`config.mk`:
```
export PLATFORM = sky130hd
export DESIGN_NAME = rgb_hsv_stream_flat
export DESIGN_NICKNAME = d
export VERILOG_FILES = /design/src/rtl/rgb_hsv_stream_if.sv /design/src/rtl/rgb_hsv_stream.sv /design/src/flat_wrapper.sv
export SDC_FILE = /design/constraint.sdc
export NUM_CORES = 2
export LEC_CHECK = 0
export ABC_AREA = 1
export CELL_PAD_IN_SITES_DETAIL_PLACEMENT = 0
export CELL_PAD_IN_SITES_GLOBAL_PLACEMENT = 1
export CORE_AREA = 2 2 243 245
export DETAILED_ROUTE_END_ITERATION = 10
export DIE_AREA = 0 0 245 247
export GPL_TIMING_DRIVEN = 0
export PLACE_DENSITY = 0.86
export SYNTH_ARGS = -nofsm -noshare
export SYNTH_HDL_FRONTEND = slang
export SYNTH_SLANG_ARGS = --single-unit
```
`constraint.sdc`:
```
create_clock -name clk -period 4.7 [get_ports clk]
set_input_delay 1.41 -clock clk [delete_from_list [all_inputs] [get_ports clk]]
set_output_delay 1.41 -clock clk [all_outputs]
set_load 0.01 [all_outputs]
```
`src/rtl/rgb_hsv_stream_if.sv`:
```
// Pixel stream bundle for rgb_hsv_stream: RGB input side, HSV output side.
// Threshold inputs and out_mask exist only when HSV_MASK_EN is defined.
interface rgb_hsv_stream_if #(
  parameter int DATA_W = 8,
  parameter int USER_W = 2
);
  logic              in_valid;
  logic              in_ready;
  logic [DATA_W-1:0] in_r;
  logic [DATA_W-1:0] in_g;
  logic [DATA_W-1:0] in_b;
  logic [USER_W-1:0] in_user;
  logic              out_valid;
  logic              out_ready;
  logic [8:0]        out_h;
  logic [DATA_W-1:0] out_s;
  logic [DATA_W-1:0] out_v;
  logic [USER_W-1:0] out_user;
`ifdef HSV_MASK_EN
  logic [8:0]        th_h_lo;
  logic [8:0]        th_h_hi;
  logic [DATA_W-1:0] th_s_lo;
  logic [DATA_W-1:0] th_v_lo;
  logic              out_mask;
`endif

  modport master (
    output in_valid, in_r, in_g, in_b, in_user, out_ready,
    input  in_ready, out_valid, out_h, out_s, out_v, out_user
`ifdef HSV_MASK_EN
    , output th_h_lo, th_h_hi, th_s_lo, th_v_lo
    , input  out_mask
`endif
  );

  modport slave (
    input  in_valid, in_r, in_g, in_b, in_user, out_ready,
    output in_ready, out_valid, out_h, out_s, out_v, out_user
`ifdef HSV_MASK_EN
    , input  th_h_lo, th_h_hi, th_s_lo, th_v_lo
    , output out_mask
`endif
  );
endinterface

```
`src/rtl/rgb_hsv_stream.sv`:
```
// Pipelined RGB->HSV converter: min/max stage, DATA_W lock-step restoring divider stages, hue assembly.
// Optional HSV_MASK_EN macro adds a threshold compare stage driving out_mask.
module rgb_hsv_stream #(
  parameter int DATA_W = 8,
  parameter int USER_W = 2
) (
  input  logic            clk,
  input  logic            rst,
  rgb_hsv_stream_if.slave bus
);
  localparam int SR_W = 2 * DATA_W;
  localparam int HQ_W = (DATA_W < 6) ? 6 : DATA_W;
  localparam int HR_W = DATA_W + HQ_W;
  localparam logic [1:0] DOM_R = 2'd0;
  localparam logic [1:0] DOM_G = 2'd1;
  localparam logic [1:0] DOM_B = 2'd2;

  // Narrow builds need 6 hue quotient bits in DATA_W stages: surplus MSBs resolve in stage 1.
  function automatic int h_bit_stage(input int j);
    return (j >= DATA_W) ? 1 : DATA_W - j;
  endfunction

  logic              valid_reg [0:DATA_W];
  logic [USER_W-1:0] user_reg  [0:DATA_W];
  logic [DATA_W-1:0] max_reg   [0:DATA_W];
  logic [DATA_W-1:0] delta_reg [0:DATA_W];
  logic [1:0]        dom_reg   [0:DATA_W];
  logic              neg_reg   [0:DATA_W];
  logic [SR_W-1:0]   s_rem_reg [0:DATA_W];
  logic [DATA_W-1:0] s_q_reg   [0:DATA_W];
  logic [HR_W-1:0]   h_rem_reg [0:DATA_W];
  logic [HQ_W-1:0]   h_q_reg   [0:DATA_W];

  logic en;
  logic out_valid_int;

  assign en           = !out_valid_int || bus.out_ready;
  assign bus.in_ready = en;

  logic [DATA_W-1:0] max_next;
  logic [DATA_W-1:0] min_next;
  logic [DATA_W-1:0] delta_next;
  logic [1:0]        dom_next;
  logic [DATA_W-1:0] num_a;
  logic [DATA_W-1:0] num_c;
  logic              neg_next;
  logic [DATA_W-1:0] abs_num;

  always_comb begin
    max_next = bus.in_r;
    dom_next = DOM_R;
    if (bus.in_g > max_next) begin
      max_next = bus.in_g;
      dom_next = DOM_G;
    end
    if (bus.in_b > max_next) begin
      max_next = bus.in_b;
      dom_next = DOM_B;
    end
    min_next = bus.in_r;
    if (bus.in_g < min_next) min_next = bus.in_g;
    if (bus.in_b < min_next) min_next = bus.in_b;
    delta_next = max_next - min_next;
    case (dom_next)
      DOM_R:   begin num_a = bus.in_g; num_c = bus.in_b; end
      DOM_G:   begin num_a = bus.in_b; num_c = bus.in_r; end
      default: begin num_a = bus.in_r; num_c = bus.in_g; end
    endcase
    neg_next = num_a < num_c;
    abs_num  = neg_next ? (num_c - num_a) : (num_a - num_c);
  end

  always_ff @(posedge clk or negedge rst) begin
    if (!rst) begin
      valid_reg[0] <= 1'b0;
      user_reg[0]  <= '0;
      max_reg[0]   <= '0;
      delta_reg[0] <= '0;
      dom_reg[0]   <= DOM_R;
      neg_reg[0]   <= 1'b0;
      s_rem_reg[0] <= '0;
      s_q_reg[0]   <= '0;
      h_rem_reg[0] <= '0;
      h_q_reg[0]   <= '0;
    end else if (en) begin
      valid_reg[0] <= bus.in_valid;
      user_reg[0]  <= bus.in_user;
      max_reg[0]   <= max_next;
      delta_reg[0] <= delta_next;
      dom_reg[0]   <= dom_next;
      neg_reg[0]   <= neg_next;
      s_rem_reg[0] <= (SR_W'(delta_next) << DATA_W) - SR_W'(delta_next);
      s_q_reg[0]   <= '0;
      h_rem_reg[0] <= HR_W'(abs_num) * HR_W'(60);
      h_q_reg[0]   <= '0;
    end
  end

  genvar gi;
  generate
    for (gi = 1; gi <= DATA_W; gi++) begin : g_div
      localparam int SB = DATA_W - gi;
      logic [SR_W-1:0]   s_sub;
      logic [SR_W-1:0]   s_rem_next;
      logic [DATA_W-1:0] s_q_next;
      logic [HR_W-1:0]   h_sub;
      logic [HR_W-1:0]   h_rem_next;
      logic [HQ_W-1:0]   h_q_next;

      always_comb begin
        s_rem_next = s_rem_reg[gi-1];
        s_q_next   = s_q_reg[gi-1];
        s_sub      = SR_W'(max_reg[gi-1]) << SB;
        if (s_rem_next >= s_sub) begin
          s_rem_next   = s_rem_next - s_sub;
          s_q_next[SB] = 1'b1;
        end
        h_rem_next = h_rem_reg[gi-1];
        h_q_next   = h_q_reg[gi-1];
        h_sub      = '0;
        for (int j = HQ_W - 1; j >= 0; j--) begin
          if (h_bit_stage(j) == gi) begin
            h_sub = HR_W'(delta_reg[gi-1]) << j;
            if (h_rem_next >= h_sub) begin
              h_rem_next  = h_rem_next - h_sub;
              h_q_next[j] = 1'b1;
            end
          end
        end
      end

      always_ff @(posedge clk or negedge rst) begin
        if (!rst) begin
          valid_reg[gi] <= 1'b0;
          user_reg[gi]  <= '0;
          max_reg[gi]   <= '0;
          delta_reg[gi] <= '0;
          dom_reg[gi]   <= DOM_R;
          neg_reg[gi]   <= 1'b0;
          s_rem_reg[gi] <= '0;
          s_q_reg[gi]   <= '0;
          h_rem_reg[gi] <= '0;
          h_q_reg[gi]   <= '0;
        end else if (en) begin
          valid_reg[gi] <= valid_reg[gi-1];
          user_reg[gi]  <= user_reg[gi-1];
          max_reg[gi]   <= max_reg[gi-1];
          delta_reg[gi] <= delta_reg[gi-1];
          dom_reg[gi]   <= dom_reg[gi-1];
          neg_reg[gi]   <= neg_reg[gi-1];
          s_rem_reg[gi] <= s_rem_next;
          s_q_reg[gi]   <= s_q_next;
          h_rem_reg[gi] <= h_rem_next;
          h_q_reg[gi]   <= h_q_next;
        end
      end
    end
  endgenerate

  int                fin_hue;
  logic [8:0]        fin_h_next;
  logic [DATA_W-1:0] fin_s_next;
  logic              fin_valid_reg;
  logic [8:0]        fin_h_reg;
  logic [DATA_W-1:0] fin_s_reg;
  logic [DATA_W-1:0] fin_v_reg;
  logic [USER_W-1:0] fin_user_reg;

  // Grey pixels (delta=0) never trust the dividers, which ran against a zero divisor.
  always_comb begin
    fin_s_next = s_q_reg[DATA_W];
    case (dom_reg[DATA_W])
      DOM_G:   fin_hue = 120;
      DOM_B:   fin_hue = 240;
      default: fin_hue = 0;
    endcase
    if (neg_reg[DATA_W]) fin_hue = fin_hue - int'(h_q_reg[DATA_W]);
    else                 fin_hue = fin_hue + int'(h_q_reg[DATA_W]);
    if (fin_hue < 0)    fin_hue = fin_hue + 360;
    if (fin_hue == 360) fin_hue = 0;
    if (delta_reg[DATA_W] == '0) begin
      fin_hue    = 0;
      fin_s_next = '0;
    end
    fin_h_next = 9'(fin_hue);
  end

  always_ff @(posedge clk or negedge rst) begin
    if (!rst) begin
      fin_valid_reg <= 1'b0;
      fin_h_reg     <= '0;
      fin_s_reg     <= '0;
      fin_v_reg     <= '0;
      fin_user_reg  <= '0;
    end else if (en) begin
      fin_valid_reg <= valid_reg[DATA_W];
      fin_h_reg     <= fin_h_next;
      fin_s_reg     <= fin_s_next;
      fin_v_reg     <= max_reg[DATA_W];
      fin_user_reg  <= user_reg[DATA_W];
    end
  end

`ifdef HSV_MASK_EN
  logic              hue_in;
  logic              mask_next;
  logic              msk_valid_reg;
  logic [8:0]        msk_h_reg;
  logic [DATA_W-1:0] msk_s_reg;
  logic [DATA_W-1:0] msk_v_reg;
  logic [USER_W-1:0] msk_user_reg;
  logic              mask_reg;

  // lo > hi describes a hue band that wraps through 0 degrees.
  always_comb begin
    if (bus.th_h_lo <= bus.th_h_hi)
      hue_in = (fin_h_reg >= bus.th_h_lo) && (fin_h_reg <= bus.th_h_hi);
    else
      hue_in = (fin_h_reg >= bus.th_h_lo) || (fin_h_reg <= bus.th_h_hi);
    mask_next = hue_in && (fin_s_reg >= bus.th_s_lo) && (fin_v_reg >= bus.th_v_lo);
  end

  always_ff @(posedge clk or negedge rst) begin
    if (!rst) begin
      msk_valid_reg <= 1'b0;
      msk_h_reg     <= '0;
      msk_s_reg     <= '0;
      msk_v_reg     <= '0;
      msk_user_reg  <= '0;
      mask_reg      <= 1'b0;
    end else if (en) begin
      msk_valid_reg <= fin_valid_reg;
      msk_h_reg     <= fin_h_reg;
      msk_s_reg     <= fin_s_reg;
      msk_v_reg     <= fin_v_reg;
      msk_user_reg  <= fin_user_reg;
      mask_reg      <= mask_next;
    end
  end

  assign out_valid_int = msk_valid_reg;
  assign bus.out_h     = msk_h_reg;
  assign bus.out_s     = msk_s_reg;
  assign bus.out_v     = msk_v_reg;
  assign bus.out_user  = msk_user_reg;
  assign bus.out_mask  = mask_reg;
`else
  assign out_valid_int = fin_valid_reg;
  assign bus.out_h     = fin_h_reg;
  assign bus.out_s     = fin_s_reg;
  assign bus.out_v     = fin_v_reg;
  assign bus.out_user  = fin_user_reg;
`endif
  assign bus.out_valid = out_valid_int;
endmodule
```
`src/flat_wrapper.sv`:
```
// flat-port wrapper written by rule: the top's interface ports become plain ports
module rgb_hsv_stream_flat 
#(
  parameter int DATA_W = 8,
  parameter int USER_W = 2
)
  (clk, rst, bus_in_valid, bus_in_r, bus_in_g, bus_in_b, bus_in_user, bus_out_ready, bus_in_ready, bus_out_valid, bus_out_h, bus_out_s, bus_out_v, bus_out_user);
  rgb_hsv_stream_if #(.DATA_W(DATA_W), .USER_W(USER_W)) bus_i ();
  input  logic clk;
  input  logic rst;
  input wire logic [$bits(bus_i.in_valid)-1:0] bus_in_valid;
  input wire logic [$bits(bus_i.in_r)-1:0] bus_in_r;
  input wire logic [$bits(bus_i.in_g)-1:0] bus_in_g;
  input wire logic [$bits(bus_i.in_b)-1:0] bus_in_b;
  input wire logic [$bits(bus_i.in_user)-1:0] bus_in_user;
  input wire logic [$bits(bus_i.out_ready)-1:0] bus_out_ready;
  output wire logic [$bits(bus_i.in_ready)-1:0] bus_in_ready;
  output wire logic [$bits(bus_i.out_valid)-1:0] bus_out_valid;
  output wire logic [$bits(bus_i.out_h)-1:0] bus_out_h;
  output wire logic [$bits(bus_i.out_s)-1:0] bus_out_s;
  output wire logic [$bits(bus_i.out_v)-1:0] bus_out_v;
  output wire logic [$bits(bus_i.out_user)-1:0] bus_out_user;
  assign bus_i.in_valid = bus_in_valid;
  assign bus_i.in_r = bus_in_r;
  assign bus_i.in_g = bus_in_g;
  assign bus_i.in_b = bus_in_b;
  assign bus_i.in_user = bus_in_user;
  assign bus_i.out_ready = bus_out_ready;
  assign bus_in_ready = bus_i.in_ready;
  assign bus_out_valid = bus_i.out_valid;
  assign bus_out_h = bus_i.out_h;
  assign bus_out_s = bus_i.out_s;
  assign bus_out_v = bus_i.out_v;
  assign bus_out_user = bus_i.out_user;
  rgb_hsv_stream #(.DATA_W(DATA_W), .USER_W(USER_W)) u_core (.clk(clk), .rst(rst), .bus(bus_i));
endmodule
```
# --- Word-level counts from Yosys, hierarchy flattened ---
# Cells that the tools add are included.
# Widths: inputs -> output; s select.
totals:
  reg_bits: 550
  inputBits: 30
  output_inout_bits: 29
  word_cells: 188
classes:
  n_addsub: 21
  mul: 1
  n_lt_le_gt_ge: 22
  eq_ne: 4
  muxes: 45
  n_reduce_logical: 4
op_table:
  columns: ["op", "n"]
  rows:
  - ["$mux 16", 14]
  - ["$mux 32", 2]
  - ["$mux 8", 6]
  - ["$pmux 8 s2", 3]
  - ["$add 32x10->32 const B", 1]
  - ["$eq 32x10->1 const B", 1]
  - ["$ge 16x10->1", 2]
  - ["$ge 16x11->1", 2]
  - ["$ge 16x12->1", 2]
  - ["$ge 16x13->1", 2]
  - ["$ge 16x14->1", 2]
  - ["$ge 16x8->1", 2]
  - ["$ge 16x9->1", 2]
  - ["$lt 32x1->1 const B", 1]
  - ["$sub 16x10->16", 2]
  - ["$sub 16x11->16", 2]
  - ["$sub 16x12->16", 2]
  - ["$sub 16x13->16", 2]
  - ["$sub 16x14->16", 2]
  - ["$sub 16x9->16", 2]
  - ["$lt 8x8->1", 3]
  - ["$sub 8x8->8", 3]
  - ["$mux 9", 2]
  - ["$mux 1", 17]
  - ["16 further kinds", 18]

# --- Longest topological paths before layout ---
depth:
  word_depth: 9
  ltp_mapped: 53
  depth_no_buf: 51

# --- Worst setup path after synthesis ---
# OpenSTA, ideal clock, no wires.
synth_path:
  path_type: "input port to flip-flop"
  from: "in bus_in_r[6]"
  to: "reg u_core.h_rem_reg[141] (netlist name)"
  t_arrival_ns: 8.459
  path_slack_ns: -3.892
  path_stages: 46
  path_buffers: 3
  cell_sequence: "inv_1 > ha_1 > nand2_1 > nor2_2 > nand3_1 > o21ai_4 > buf_2 > o21ai_0 > ha_1 > nand2_1 > nor2_1 > nand2_1 > o211ai_1 > nand2_1 > inv_1 > nor2_1 > buf_2 > a221oi_1 > [10 not listed] > inv_1 > ha_1 > xnor2_1 > fa_1 > inv_1 > ha_1 > nand3_1 > and2_1 > o21ai_0 > nand3_1 > nand2_1 > inv_1 > nor2_1 > nor2_1 > o21bai_1 > o21ai_0 > a21oi_1 > a21oi_1"
synth_via:
  elab_chain_cells: 9
  elab_cells_between_ends: 14
synth_lines:
  columns: ["item", "line_no", "rtl"]
  rows:
  - ["start, declared", "flat_wrapper.sv:12", "input wire logic [$bits(bus_i.in_r)-1:0] bus_in_r;"]
  - ["$gt 8x8->1", "rgb_hsv_stream.sv:52", "if (bus.in_g > max_next) begin"]
  - ["$mux 8", "rgb_hsv_stream.sv:52", null]
  - ["$gt 8x8->1", "rgb_hsv_stream.sv:56", "if (bus.in_b > max_next) begin"]
  - ["$mux 2", "rgb_hsv_stream.sv:56", null]
  - ["$eq 2x1->1 or $logic_not 2->1 (tied branches)", "rgb_hsv_stream.sv:64", "case (dom_next)"]
  - ["$pmux 8 s2", "rgb_hsv_stream.sv:64", null]
  - ["$sub 8x8->8 or $lt 8x8->1 (tied branches)", "rgb_hsv_stream.sv:70, rgb_hsv_stream.sv:69", null]
  - ["$mux 8 *", "rgb_hsv_stream.sv:70", "abs_num = neg_next ? (num_c - num_a) : (num_a - num_c);"]
  - ["$mul 8x4->12 *", "rgb_hsv_stream.sv:94", "h_rem_reg[0] <= HR_W'(abs_num) * HR_W'(60);"]
  - ["end, declared", "rgb_hsv_stream.sv:31", "logic [HR_W-1:0] h_rem_reg [0:DATA_W];"]
# Every way passes the cells marked *; elsewhere a longest branch is shown, timed or not.
# A chain may end at the register's enable or synchronous reset.

# --- Worst setup path in the final report ---
layout_path:
  from: "in bus_in_r[5]"
  to: "reg u_core.h_rem_reg[141] (netlist name)"
# Same word-level chain as after synthesis.

==> flow_metrics.env <==
export IMPL_status="finished, violations left"
export IMPL_violations="max-capacitance violations, max-slew violations, negative setup slack"
export IMPL_worstPathRequired_ns=5.18
export IMPL_wirelength_um=87570
export IMPL_rows=89
export IMPL_grt_pass1_vias=24872
export IMPL_synthesis_nets=3863
export IMPL_crit_top_cell="buf_4"
export IMPL_clockRootBuffer="clkbuf_16"
export IMPL_die_area_um2=60520
export IMPL_synth_top_area_frac=0.4424
export IMPL_clkLatencyLatePin_ns=0.62
export IMPL_critPathArrivalTime_ns=8.47
export IMPL_overflow=0
export IMPL_pin_count=59
export IMPL_fin_nets=4087
export IMPL_critPathMaxStageDelay_ns=0.54
export IMPL_synth_area_top_cells="dfrtp_1 44%, nand2_1 13%, ha_1 8.5%"
export IMPL_crit_path_max_fanout=6
export IMPL_cts_tree="built"
export IMPL_drt_iter0_drc=1736
export IMPL_detailed_place_hpwl_um=64090
export IMPL_grt_max_degree=120
export IMPL_yosys_warnings=0
export IMPL_cts_made_buffers=55
export IMPL_nFillCells=5100
export IMPL_synthArstFlopShare=1.000
export IMPL_ys_ff_latch=529
export IMPL_port_buffers=58
export IMPL_ant_nets=0
export IMPL_path_class="in -> reg"
export IMPL_hold_violations=0
export IMPL_ctsHoldBuffers=0
export IMPL_netlist_instances=3602
export IMPL_fmax_mhz=125.2
export IMPL_grt_usage=0.2916
export IMPL_max_cap_violations=1
export IMPL_multi_input_area_um2=15670
export IMPL_clockBufferDepth=3
export IMPL_syn_area_um2=29920
export IMPL_dpl_worst_slack_ns=-5.003
export IMPL_drc_errors=0
export IMPL_vias=25234
export IMPL_start_util=0.5138
export IMPL_cts_htree_levels=2
export IMPL_startpoint_type="input port"
export IMPL_path_clk_slew_ns=0.06
export IMPL_place_gp_congestion=0.9260
export IMPL_antenna_cells=0
export IMPL_finalCriticalPeriod_ns=7.988
export IMPL_drv_slew=10
export IMPL_die_width_um=245
export IMPL_finalClockSkew_ns=0.008048
export IMPL_period_share=1.700
export IMPL_relSlewSlack=-0.004475
export IMPL_synth_edff_count=0
export IMPL_synth_top_cell_by_area="dfrtp_1"
export IMPL_dieHeight_um=247
export IMPL_wl_per_cell_um=18.86
export IMPL_dr_pass1_iters=6
export IMPL_crit_path_end_kind="flop"
export IMPL_worst_pin_slew_ns=1.507
export IMPL_core_um2=58240
export IMPL_antenna_found_initial=2
export IMPL_cts_sinks=529
export IMPL_fin_ws_ns=-3.288
export IMPL_hp_class="reg -> reg"
export IMPL_synth_seq_area_share=0.4424
export IMPL_final_setup_tns_ns=-44.48
export IMPL_final_util=0.6126
export IMPL_ys_flop_type="dfrtp_1"
export IMPL_synthDistinctLibCells=73
export IMPL_avgSynthCellArea_um2=8.308
export IMPL_layout_drive_gt1_share=0.1258
export IMPL_area_growth_pct=19.23
export IMPL_setup_viol=33
export IMPL_seqCellArea_um2=13240
export IMPL_rsz0062_at_grt="yes"
export IMPL_grt_pass1_wl_um=136100
export IMPL_routed_via_density=5.435
export IMPL_largest_reg_flops=128
export IMPL_cp_slowest_cell="fa_1"
worst paths after layout:
check / depth (start not counted) / end / slack, ns / from
setup / recovery: 45 / u_core.h_rem_reg[141]$_DFFE_PN0P_ / -3.29 / bus_in_r[5]
hold / removal: 1 / u_core.bus.out_valid$_DFFE_PN0P_ / 0.46 / u_core.valid_reg[0]$_DFFE_PN0P_
setup reg to reg: 8 / u_core.bus.out_v[7]$_DFFE_PN0P_ / 1.08 / u_core.bus.out_valid$_DFFE_PN0P_
hold reg to reg: 1 / u_core.bus.out_valid$_DFFE_PN0P_ / 0.46 / u_core.valid_reg[0]$_DFFE_PN0P_
max in group asynchronous: 5 / u_core.max_reg[7]$_DFFE_PN0P_ / 1.82 / rst
min in group asynchronous: 1 / u_core.delta_reg[57]$_DFFE_PN0P_ / 0.66 / rst
layer usage:
layer	part of all wire	up-vias	track usage
met2	0.48	674	0.5032
met4	0.052	0	0.1354
met1	0.41	12025	0.3616
met3	0.052	208	0.04222
li1	-	12327	-
met5	0	-	0
cell usage after synthesis (28+ instances only):
library cell and count:
dfrtp_1 529, o221ai_1 39, nand4_1 28, o21ai_1 40
o21ai_0 358, nand3_1 80, o211ai_1 54, nor2_1 163
clkbuf_1 105, inv_1 435, nand2_1 1010, xnor2_1 36
xor2_1 92, ha_1 203, fa_1 28, a21oi_1 136
cell usage in the layout (no fill, tap or decap), types with 10 or more instances in the layout:
cell type / count
clkbuf_1: 115
a221oi_4: 10
nand3_2: 13
clkbuf_8: 18
o211ai_1: 54
o21ai_1: 58
inv_1: 409
a21oi_1: 126
o21ai_4: 10
o21ai_0: 316
o31ai_1: 10
fa_1: 24
o221ai_1: 39
o21ai_2: 23
nor4_1: 17
ha_4: 22
xor2_1: 85
nor2_1: 150
clkdlybuf4s50_1: 41
clkbuf_16: 59
buf_6: 31
nand2_1: 979
dfrtp_1: 529
nand2_4: 15
inv_2: 35
a21o_1: 10
ha_1: 178
nor2_2: 15
buf_4: 79
a21oi_2: 12
nand4_1: 28
nand3_1: 70
nand2_2: 27
xnor2_1: 34
nor3_1: 21
through the flow:
stage / instances / hold WS, ns / instance area [µm²]
final: 4643 / 0.4649 / 35680
after CTS: 4612 / 0.4649 / 34960
after global placement: 4433 / 0.4439 / 31880
after global routing: 4643 / 0.4811 / 35680
after floorplan: 3602 / 0.4400 / 30330
after detailed placement: 4438 / 0.4523 / 32020
cells by family (layout without fill, tap and decap cells):
family,Yosys count,after routing,share of synthesized area
AO/OA/AOI/OAI,762,762,0.1538
XOR/XNOR,130,130,0.03893
adder cells (fa/ha/maj),231,231,0.1036
buffers and inverters,574,842,0.07267
flip-flops,529,529,0.4424
multiplexers,1,1,0.0003345
AND/OR/NAND/NOR,1375,1375,0.1883
cell type report:
cell class / instances / area share
flip-flops and latches: 529 / 0.3710
plain buffers: 118 / 0.01578
clock buffers: 90 / 0.04734
well taps: 773 / 0.02711
clock inverters: 11 / 0.004208
inverters: 454 / 0.04906
repair buffers: 169 / 0.04636
multi-input cells: 2499 / 0.4391
repair_timing:
action,4_1_cts,5_1_grt
resized for setup,215,121
buffers inserted,73,36
cloned,2,0
pin swaps,63,85
endpoints found under the setup margin,45,35
critical path, delay by kind of cell:
| family | cells | cell delay [ns] |
|---|---|---|
| xor gates and xnor gates | 1 | 0.22 |
| buffers and inverters | 12 | 1.19 |
| and+or+nand+nor | 13 | 1.25 |
| AOI/OAI and AO/OA | 13 | 2.19 |
| adders and majority gates | 6 | 2.20 |
Power is not shown: default switching activity piles up to over one toggle a cycle in this logic, so the estimate is an artifact.
==> RTL change, RTL diff (same settings) <==
`USER_W` is set to 2 in 3 places; all go to 4.
--- a/src/rtl/rgb_hsv_stream_if.sv
+++ b/src/rtl/rgb_hsv_stream_if.sv
@@ -3,5 +3,5 @@
 interface rgb_hsv_stream_if #(
   parameter int DATA_W = 8,
-  parameter int USER_W = 2
+  parameter int USER_W = 4
 );
   logic              in_valid;
--- a/src/rtl/rgb_hsv_stream.sv
+++ b/src/rtl/rgb_hsv_stream.sv
@@ -3,5 +3,5 @@
 module rgb_hsv_stream #(
   parameter int DATA_W = 8,
-  parameter int USER_W = 2
+  parameter int USER_W = 4
 ) (
   input  logic            clk,
--- a/src/flat_wrapper.sv
+++ b/src/flat_wrapper.sv
@@ -3,5 +3,5 @@
 #(
   parameter int DATA_W = 8,
-  parameter int USER_W = 2
+  parameter int USER_W = 4
 )
   (clk, rst, bus_in_valid, bus_in_r, bus_in_g, bus_in_b, bus_in_user, bus_out_ready, bus_in_ready, bus_out_valid, bus_out_h, bus_out_s, bus_out_v, bus_out_user);
Interface: changed (resized bus_in_user and bus_out_user); port bits go from 59 to 63. The function was not compared with the original's and may differ.
==> RTL change against the unedited design <==
The flow finishes with violations (negative setup slack). Critical path type unchanged. Setup slack worse by 0.16 ns. Cell count rose by 2.1%. Synthesized cell count up 1.6%. Cell area increased by 2.8%. Sequential cell count increased by 20. Register-to-register slack improved by 0.03 ns. Routed wire length increased by 5.0%. Non-clock buffer count rose by 43. Area after synthesis grew 2.3%.
Power is left out: the tool's default activity adds up to more than one toggle a clock period on the data nets, which glitch-free logic cannot reach.
==> RTL change: results (changes against the unedited design) <==
Status:
- The run finished, with violations left.
- The checks that failed: negative setup slack.

Global routing:
- The number of antenna violations at the first check in global routing is 1 (-1).
- The largest net degree at the start of global routing is 126 (+5.0%).
- The overall fraction of global-route tracks in use is 30.3% (+1.2 points).
- The global-route wire length before repair is 142000 um (+4.2%).

Critical path:
- Grouping stages by cell kind, the critical path spends the most delay in buffers and inverters.
- The data arrival time of the worst path is 8.67 ns (+0.20 ns).
- The setup slack of the worst register-to-register path is 1.11 ns (+0.03 ns).
- The slowest stage of the critical path belongs to the cell o21ai_4.
- The worst flop-to-flop path endpoint is u_core.s_rem_reg[109]$_DFFE_PN0P_.
- The worst reg-to-reg path cell count was 6 (-2).
- The largest stage delay on the critical path is 0.31 ns (-0.23 ns).

STA:
- The final worst slack came to -3.45 ns (-0.165 ns).
- The slew at the pin closest to its max-slew limit is 1.37 ns (-0.133 ns).
- The number of failing setup endpoints in the final timing report is 36 (+9.1%).
- The worst clock skew is 0.0309 ns (+0.0229 ns).
- The final worst hold slack is 0.467 ns (+0.00235 ns).

Logic synthesis:
- The number of distinct library cells after synthesis is 67 (-8.2%).
- The synthesized net count is 3924 (+1.6%).
- By area the synthesized netlist is led by dfrtp_1, nand2_1, ha_1.
- The synthesized instance count is 3661 (+1.6%).

Place:
- The worst slack at placement is -4.95 ns (+0.0532 ns).
- The cell count after placement was 4500 (+1.4%).
- The count of input and output buffers is 62 (+6.9%).

Detailed routing:
- The post-detailed-route wirelength per cell is 19.4 um (+2.8%).
- The number of iterations in the first detailed-routing pass is 5 (-1).
- The first-iteration detailed-routing DRC count is 1941 (+12%).

Layout:
- The number of standard cells in the final layout excluding fillers is 4741 (+2.1%).
- The share of final-layout standard cells stronger than drive strength 1 was 12.7% (+0.067 points).
==> RTL change: cell count changes after synthesis, sizes merged, moves of 5 or more <==
cell | before | now
a21oi | 144 | 136
clkbuf | 105 | 112
dfrtp | 529 | 549
nand3 | 84 | 97
xor2 | 94 | 100
nand2 | 1021 | 1061
o211ai | 56 | 43
o221ai | 48 | 62
nor2 | 175 | 164
nor3 | 23 | 28
o21ai | 407 | 385
==> RTL change: final cells by class <==
cell class | instances | area, um2 | area share (%)
multi-input cells | 2534 | 15800 | 43.0
flip-flops and latches | 549 | 13700 | 37.5
clock buffers | 82 | 1680 | 4.59
inverters | 452 | 1750 | 4.77
repair buffers | 206 | 1960 | 5.35
well taps | 773 | 967 | 2.64
clock inverters | 21 | 234 | 0.638
plain buffers | 124 | 568 | 1.55
==> RTL change: what timing repair did <==
action	4_1_cts	5_1_grt
endpoints found under the setup margin	38	36
pin swaps	51	69
gates cloned	3	0
resized for setup	243	80
buffers inserted	125	24
endpoints found under the hold margin	0	0
==> RTL change: cell families after synthesis <==
kind of cell	Yosys count	synth area share, %
AND/OR/NAND/NOR	1422	19.0
XOR/XNOR	136	4.01
buffers and inverters	578	7.18
flip-flops	549	44.9
multiplexers	1	0.0327
AO/OA/AOI/OAI	744	14.8
adder cells (fa/ha/maj)	231	10.1
==> RTL change: worst register-to-register path: stages (launching register included) <==
cell and delay (ns):
dfrtp_1 0.34, inv_1 0.04, nor2_1 0.31, clkbuf_1 0.53, buf_1 0.83, clkbuf_1 1.08
o221ai_1 0.29
==> RTL change: through the flow <==
| stage | utilization (%) | TNS [ns] | instance area [um2] |
|---|---|---|---|
| global route | 63.0 | -103.92 | 36700 |
| finish | 63.0 | -98.82 | 36700 |
| global placement | 55.9 | - | 32600 |
| CTS | 62.1 | -83.68 | 36100 |
| floorplan | - | -41.02 | 31000 |
| detailed placement | 56.1 | -105.27 | 32700 |
==> RTL change: worst max path at each step <==
stage	depth (start not counted)	end	startpoint	slack [ns]
after floorplan	45	u_core.h_rem_reg[140]$_DFFE_PN0P_	bus_in_r[4]	-3.23
after global placement	1	u_core.bus.out_h[6]$_DFFE_PN0P_	rst	-22.19
after detailed placement	41	u_core.h_rem_reg[141]$_DFFE_PN0P_	bus_in_g[5]	-4.95
after CTS	46	u_core.h_rem_reg[140]$_DFFE_PN0P_	bus_in_r[7]	-3.02
after global routing	59	u_core.s_rem_reg[136]$_DFFE_PN0P_	bus_in_r[4]	-3.56
final	59	u_core.s_rem_reg[136]$_DFFE_PN0P_	bus_in_r[4]	-3.45
==> RTL change: routing by layer <==
metal	GRT usage, %	routed length [um]
met1	38.9	38800
met2	51.9	44400
met3	3.70	4440
met4	13.1	4260
met5	0	0
